<file path="src/rtl/dac_frame_scheduler.sv">
// rtl/dac_frame_scheduler.sv - DAC82002 serial port scheduler: init frame, config/sample arbitration, 24-bit serializer
module dac_frame_scheduler #(
    parameter int          CLK_DIV   = 4,
    parameter int          SYNC_GAP  = 4,
    parameter logic [23:0] INIT_WORD = 24'h06FFFF
) (
    input  logic        mck_i,
    input  logic        rst_i,
    input  logic        smp_l_valid_i,
    input  logic [23:0] smp_l_i,
    input  logic        smp_r_valid_i,
    input  logic [23:0] smp_r_i,
    input  logic        cfg_valid_i,
    output logic        cfg_ready_o,
    input  logic [7:0]  cfg_cmd_i,
    input  logic [15:0] cfg_data_i,
    input  logic        overrun_clr_i,
    output logic        sdo,
    output logic        sync,
    output logic        sclk,
    output logic        init_done_o,
    output logic        overrun_o
);

    typedef enum logic [1:0] {ST_GRANT, ST_SHIFT, ST_GAP, ST_IDLE} state_t;

    localparam int DW = (CLK_DIV > 2) ? $clog2(CLK_DIV) : 1;
    localparam int GW = (SYNC_GAP > 1) ? $clog2(SYNC_GAP) : 1;
    localparam logic [DW-1:0] DIV_LAST = DW'(CLK_DIV - 1);
    localparam logic [DW-1:0] DIV_HALF = DW'(CLK_DIV / 2);
    localparam logic [GW-1:0] GAP_LAST = GW'(SYNC_GAP - 1);

    state_t        state_q, state_d;
    logic [23:0]   shreg_q, shreg_d;
    logic [4:0]    bit_cnt_q, bit_cnt_d;
    logic [DW-1:0] div_cnt_q, div_cnt_d;
    logic [GW-1:0] gap_cnt_q, gap_cnt_d;
    logic          sdo_q, sdo_d;
    logic          sync_q, sync_d;
    logic          sclk_q, sclk_d;
    logic          init_pend_q, init_pend_d;
    logic          init_frame_q, init_frame_d;
    logic          init_done_q, init_done_d;
    logic          ovr_q, ovr_d;
    logic          l_pend_q, l_pend_d;
    logic          r_pend_q, r_pend_d;
    logic [15:0]   l_data_q, l_data_d;
    logic [15:0]   r_data_q, r_data_d;
    logic          last_cfg_q, last_cfg_d;
    logic          rr_right_q, rr_right_d;

    logic          in_grant;
    logic          smp_req;
    logic          pick_cfg;
    logic          pick_smp;
    logic          pick_right;
    logic          grant_l;
    logic          grant_r;
    logic          pending_any;
    logic          have_frame;
    logic [23:0]   frame_w;

    // Sample LSBs below the 16-bit DAC resolution are intentionally dropped.
    logic unused_lsbs;
    assign unused_lsbs = ^{smp_l_i[7:0], smp_r_i[7:0]};

    // Arbitration: init first, then class alternation on ties, then left/right round-robin.
    always_comb begin
        in_grant    = (state_q == ST_GRANT) && !rst_i;
        smp_req     = l_pend_q || r_pend_q;
        pick_cfg    = !init_pend_q && cfg_valid_i && (!smp_req || !last_cfg_q);
        pick_smp    = !init_pend_q && smp_req && !pick_cfg;
        pick_right  = r_pend_q && (!l_pend_q || rr_right_q);
        grant_l     = in_grant && pick_smp && !pick_right;
        grant_r     = in_grant && pick_smp && pick_right;
        pending_any = init_pend_q || cfg_valid_i || l_pend_q || r_pend_q
                      || smp_l_valid_i || smp_r_valid_i;
        cfg_ready_o = in_grant && pick_cfg;
    end

    // Sample slots and sticky overrun; a strobe in the grant cycle refills the slot without overrun.
    always_comb begin
        l_pend_d = l_pend_q;
        l_data_d = l_data_q;
        r_pend_d = r_pend_q;
        r_data_d = r_data_q;
        if (grant_l) l_pend_d = 1'b0;
        if (grant_r) r_pend_d = 1'b0;
        if (smp_l_valid_i) begin
            l_pend_d = 1'b1;
            l_data_d = {~smp_l_i[23], smp_l_i[22:8]};
        end
        if (smp_r_valid_i) begin
            r_pend_d = 1'b1;
            r_data_d = {~smp_r_i[23], smp_r_i[22:8]};
        end
        if ((smp_l_valid_i && l_pend_q && !grant_l) || (smp_r_valid_i && r_pend_q && !grant_r))
            ovr_d = 1'b1;
        else if (overrun_clr_i)
            ovr_d = 1'b0;
        else
            ovr_d = ovr_q;
    end

    // Frame FSM next-state and serializer outputs.
    always_comb begin
        state_d      = state_q;
        shreg_d      = shreg_q;
        bit_cnt_d    = bit_cnt_q;
        div_cnt_d    = div_cnt_q;
        gap_cnt_d    = gap_cnt_q;
        sdo_d        = sdo_q;
        sync_d       = sync_q;
        sclk_d       = sclk_q;
        init_pend_d  = init_pend_q;
        init_frame_d = init_frame_q;
        init_done_d  = init_done_q;
        last_cfg_d   = last_cfg_q;
        rr_right_d   = rr_right_q;
        have_frame   = 1'b0;
        frame_w      = 24'h000000;
        case (state_q)
            ST_GRANT: begin
                if (init_pend_q) begin
                    have_frame   = 1'b1;
                    frame_w      = INIT_WORD;
                    init_pend_d  = 1'b0;
                    init_frame_d = 1'b1;
                end else if (pick_cfg) begin
                    have_frame   = 1'b1;
                    frame_w      = {cfg_cmd_i, cfg_data_i};
                    init_frame_d = 1'b0;
                    last_cfg_d   = 1'b1;
                end else if (pick_smp) begin
                    have_frame   = 1'b1;
                    frame_w      = pick_right ? {8'h09, r_data_q} : {8'h08, l_data_q};
                    init_frame_d = 1'b0;
                    last_cfg_d   = 1'b0;
                    rr_right_d   = !pick_right;
                end
                if (have_frame) begin
                    shreg_d   = frame_w;
                    sdo_d     = frame_w[23];
                    sync_d    = 1'b0;
                    sclk_d    = 1'b1;
                    bit_cnt_d = 5'd0;
                    div_cnt_d = '0;
                    state_d   = ST_SHIFT;
                end else begin
                    state_d   = ST_IDLE;
                end
            end
            ST_SHIFT: begin
                if (div_cnt_q == DIV_LAST) begin
                    div_cnt_d = '0;
                    if (bit_cnt_q == 5'd23) begin
                        sync_d    = 1'b1;
                        sdo_d     = 1'b0;
                        sclk_d    = 1'b0;
                        gap_cnt_d = '0;
                        state_d   = ST_GAP;
                        if (init_frame_q) init_done_d = 1'b1;
                    end else begin
                        bit_cnt_d = bit_cnt_q + 5'd1;
                        shreg_d   = {shreg_q[22:0], 1'b0};
                        sdo_d     = shreg_q[22];
                        sclk_d    = 1'b1;
                    end
                end else begin
                    div_cnt_d = div_cnt_q + DW'(1);
                    sclk_d    = (div_cnt_q + DW'(1)) < DIV_HALF;
                end
            end
            ST_GAP: begin
                if (gap_cnt_q == GAP_LAST)
                    state_d = pending_any ? ST_GRANT : ST_IDLE;
                else
                    gap_cnt_d = gap_cnt_q + GW'(1);
            end
            default: begin
                if (pending_any) state_d = ST_GRANT;
            end
        endcase
    end

    // State register with synchronous reset; reset aborts any frame in flight.
    always_ff @(posedge mck_i) begin
        if (rst_i) begin
            state_q      <= ST_GRANT;
            shreg_q      <= 24'h000000;
            bit_cnt_q    <= 5'd0;
            div_cnt_q    <= '0;
            gap_cnt_q    <= '0;
            sdo_q        <= 1'b0;
            sync_q       <= 1'b1;
            sclk_q       <= 1'b0;
            init_pend_q  <= 1'b1;
            init_frame_q <= 1'b0;
            init_done_q  <= 1'b0;
            ovr_q        <= 1'b0;
            l_pend_q     <= 1'b0;
            r_pend_q     <= 1'b0;
            l_data_q     <= 16'h0000;
            r_data_q     <= 16'h0000;
            last_cfg_q   <= 1'b0;
            rr_right_q   <= 1'b0;
        end else begin
            state_q      <= state_d;
            shreg_q      <= shreg_d;
            bit_cnt_q    <= bit_cnt_d;
            div_cnt_q    <= div_cnt_d;
            gap_cnt_q    <= gap_cnt_d;
            sdo_q        <= sdo_d;
            sync_q       <= sync_d;
            sclk_q       <= sclk_d;
            init_pend_q  <= init_pend_d;
            init_frame_q <= init_frame_d;
            init_done_q  <= init_done_d;
            ovr_q        <= ovr_d;
            l_pend_q     <= l_pend_d;
            r_pend_q     <= r_pend_d;
            l_data_q     <= l_data_d;
            r_data_q     <= r_data_d;
            last_cfg_q   <= last_cfg_d;
            rr_right_q   <= rr_right_d;
        end
    end

    assign sdo         = sdo_q;
    assign sync        = sync_q;
    assign sclk        = sclk_q;
    assign init_done_o = init_done_q;
    assign overrun_o   = ovr_q;

endmodule

</file>
<file path="config.mk">
export PLATFORM = sky130hd
export DESIGN_NAME = dac_frame_scheduler
export DESIGN_NICKNAME = d
export VERILOG_FILES = /design/src/rtl/dac_frame_scheduler.sv
export SDC_FILE = /design/constraint.sdc
export NUM_CORES = 1
export LEC_CHECK = 0
export ABC_AREA = 0
export CAP_MARGIN = 20
export CORE_UTILIZATION = 45
export DETAILED_ROUTE_END_ITERATION = 7
export GPL_ROUTABILITY_DRIVEN = 0
export PLACE_DENSITY = 0.86
export RECOVER_POWER = 25
export SYNTH_ARGS = -nofsm -noshare
export SYNTH_HDL_FRONTEND = slang
export SYNTH_SLANG_ARGS = --single-unit
</file>
<file path="constraint.sdc">
create_clock -name mck_i -period 2.1 [get_ports mck_i]
set_clock_uncertainty 0.2 [all_clocks]
set_input_delay 0.21 -clock mck_i [delete_from_list [all_inputs] [get_ports mck_i]]
set_output_delay 0.21 -clock mck_i [all_outputs]
set_load 0.02 [all_outputs]
</file>
==> results.toml <==
[run_status]
status = "complete, no violations"

[synthesis]
ys_ff_latch = 77
syn_area_mm2 = 0.00367
synth_cells = 400
synth_commonest_cells = "77 x dfxtp_1, 63 x nor2_1, 33 x mux2i_1, 19 x nand2_1, 18 x a21oi_1"
syn_nets = 485
synth.most_common_cell = "dfxtp_1"
synthFlopType = "dfxtp_1"
synth.distinct_cells = 45
synthTopCellsByArea = "dfxtp_1 42%, mux2i_1 9.0%, nor2_1 6.4%"
yosysSeqAreaShare_pct = 42.0
synth_warnings = 0
synth-edff-count = 0
synth_top_area_share_pct = 42.0
yosys.area.top_type = "dfxtp_1"
async_flop_share_pct = 0
synth.avg_cell_area_um2 = 9.18

[detailed_routing]
totalWireLength_mm = 9.27
wire_per_inst_um = 16.1
drc = 0
drt_iter0_markers = 246
num_vias = 3308
ant_nets = 0
drt_pass1_iterations = 5
vias_per_cell = 5.73

[sta]
setup_viol = 0
maxSlewHeadroom_pct = 59.5
fmax_mhz = 506
drv_slew = 0
period_share_pct = 94.0
worst_pin_slew_ns = 0.607
rsz0062_at_grt = "false"
holdWs_ns = 0.214
hold_violations = 0
layout_min_cycle_time_ns = 1.97

[placed_design]
placed_cells = 561
portBuffers = 67
dp_hpwl_mm = 6.62

[min_path]
hold_depth = 3
hp-start = "rst_i"
whs_endpoint = "div_cnt_q[0]"
min_path_type = "input pin to flip-flop"

[clock_network]
holdBufCountCts = 0
cts_buffers = 9
clock-sinks = 77
worstSkewPairLatency_ns = 0.35
clockBufferDepth = 2
cts_tree = "yes"
htreeDepth = 3
cts_setup_buffers = 0
cts-root-buf = "clkbuf_8"
path_clk_slew_ns = 0.08

[worst_setup_path]
rr_endpoint = "shreg_q[14]"
crit_slowest_cell = "mux2_2"
startpoint = "rr_right_q"
arrival_ns = 2.00
crit_path_start_kind = "flip-flop"
path_delay_family = "compound AO/OA/AOI/OAI gates"
path_cells = "nand2b_1, nand2_2, buf_4, mux2_2, a221oi_1, o41ai_2"
cp.depth = 6
critPathBufInv = 1
r2r_start = "rr_right_q"
reg2regPathDepth = 6
critical_path.max_stage_delay_ns = 0.35
worstPathMaxFanout = 9
critPathCaptureType = "flip-flop"
required_ns = 2.13
criticalPathCategory = "flip-flop to flip-flop"
rrSetupSlack_ns = 0.13

[die]
die_w_um = 92.4
core_region_area_mm2 = 0.00781
start_util_pct = 47.1
die-area_mm2 = 0.00853
rows = 32
io_pins = 84
die_h_um = 92.4

[finish]
fin_nets = 555
drive_above_1_share_pct = 15.8
antenna_cells = 0
finalCoreUtilization_pct = 61.1
final_cells = 577
syn_to_final_growth_pct = 29.8

[pwr]
p_leak_uw = 0.00189
peakVddDrop_mv = 0.513
pwr_density_cell_mw_per_mm2 = 1090

[global_route]
grt_max_degree = 94
grt_overflow = 0
grt_pass1_vias = 3223
antenna_found_initial = 0
grt_usage_pct = 22.7
grt_pass1_wl_mm = 15.2

[job]
max-cap-violations = 0
state kept, by name, summed over array words and instances (netlist names):
| signal | count |
|---|---|
| sync | 1 |
| l_data_q | 16 |
| r_pend_q | 1 |
| sdo | 1 |
| init_done_o | 1 |
| sclk | 1 |
| gap_cnt_q | 2 |
| shreg_q | 23 |
| l_pend_q | 1 |
| overrun_o | 1 |
| init_frame_q | 1 |
| init_pend_q | 1 |
| div_cnt_q | 2 |
| bit_cnt_q | 5 |
| last_cfg_q | 1 |
| rr_right_q | 1 |
| state_q | 2 |
| r_data_q | 16 |
cells by family after synthesis:
| logic type | synth area share (%) |
|---|---|
| adder cells (fa/ha/maj) | 2.38 |
| multiplexers | 13.9 |
| AND/OR/NAND/NOR | 17.3 |
| buffers and inverters | 5.45 |
| XOR/XNOR | 0.238 |
| flip-flops | 42.0 |
| AO/OA/AOI/OAI | 18.7 |
worst max-delay path by stage:
stage | to | slack [ns]
final | shreg_q[14] | 0.13
after global routing | bit_cnt_q[3] | 0.01
after CTS | shreg_q[14] | 0.03
after detailed placement | div_cnt_q[1] | -0.06
after global placement | cfg_ready_o | -0.04
after floorplan | bit_cnt_q[3] | 0.09
power by group:
group	leakage [uW]	internal (uW)	switching [uW]
clock	0.0000864	443	592
sequential	0.000636	1750	173
combinational	0.00116	1020	1210
total	0.00189	3210	1980
repair_timing:
item	in CTS	in global routing
setup endpoints to repair	3	21
resized for setup	3	10
cloned	0	0
pin swaps	0	1
placed cells by master (no fill, tap or decap), types with 3 or more instances in the layout:
cell type,n
dfxtp_1,76
nor2_1,63
clkdlybuf4s50_1,63
mux2i_1,33
nand2_1,19
buf_4,19
a21oi_1,18
mux2_2,16
a221oi_1,16
nand3b_1,16
o41ai_1,13
nand3_1,13
inv_1,10
clkbuf_8,9
o21ai_0,6
nand2b_1,5
a311oi_1,5
a31oi_1,5
a211oi_1,5
nor3_1,4
ha_1,4
buf_12,4
clkinvlp_4,3
a211o_1,3
a21o_1,3
clkinv_4,3
clkbuf_2,3
per-stage QoR:
stage	area [um^2]	setup TNS, ns	setup slack [ns]	power (uW)
5_1_grt	4770	0	0.0107	5510
2_1_floorplan	3670	0	0.0944	3370
3_5_place_dp	4550	-0.204	-0.0562	4090
4_1_cts	4730	0	0.0287	5140
3_3_place_gp	4550	-0.0851	-0.0441	3990
6_report	4770	0	0.125	5190
layer usage:
| metal | vias up | global-route usage (%) | part of all wire [%] |
|---|---|---|---|
| li1 | 1604 | - | - |
| met1 | 1566 | 27.4 | 41 |
| met2 | 120 | 38.5 | 50 |
| met3 | 18 | 6.73 | 6.6 |
| met4 | 0 | 7.81 | 2.0 |
| met5 | - | 0 | 0 |
worst min-delay path, cell delays in order:
cell and delay [ns]:
buf_2 0.15, buf_12 0.23, nor2_1 0.12
cell type report:
| cell class | instances | area (um^2) |
|---|---|---|
| fill | 637 | 3040 |
| multi-input combinational | 279 | 1980 |
| sequential | 77 | 1540 |
| timing repair buffer | 92 | 893 |
| tap | 102 | 128 |
| clock buffer | 9 | 124 |
| clock inverter | 7 | 58.8 |
| inverter | 11 | 45.0 |
Note: power is estimated with default switching activity, not from simulation.
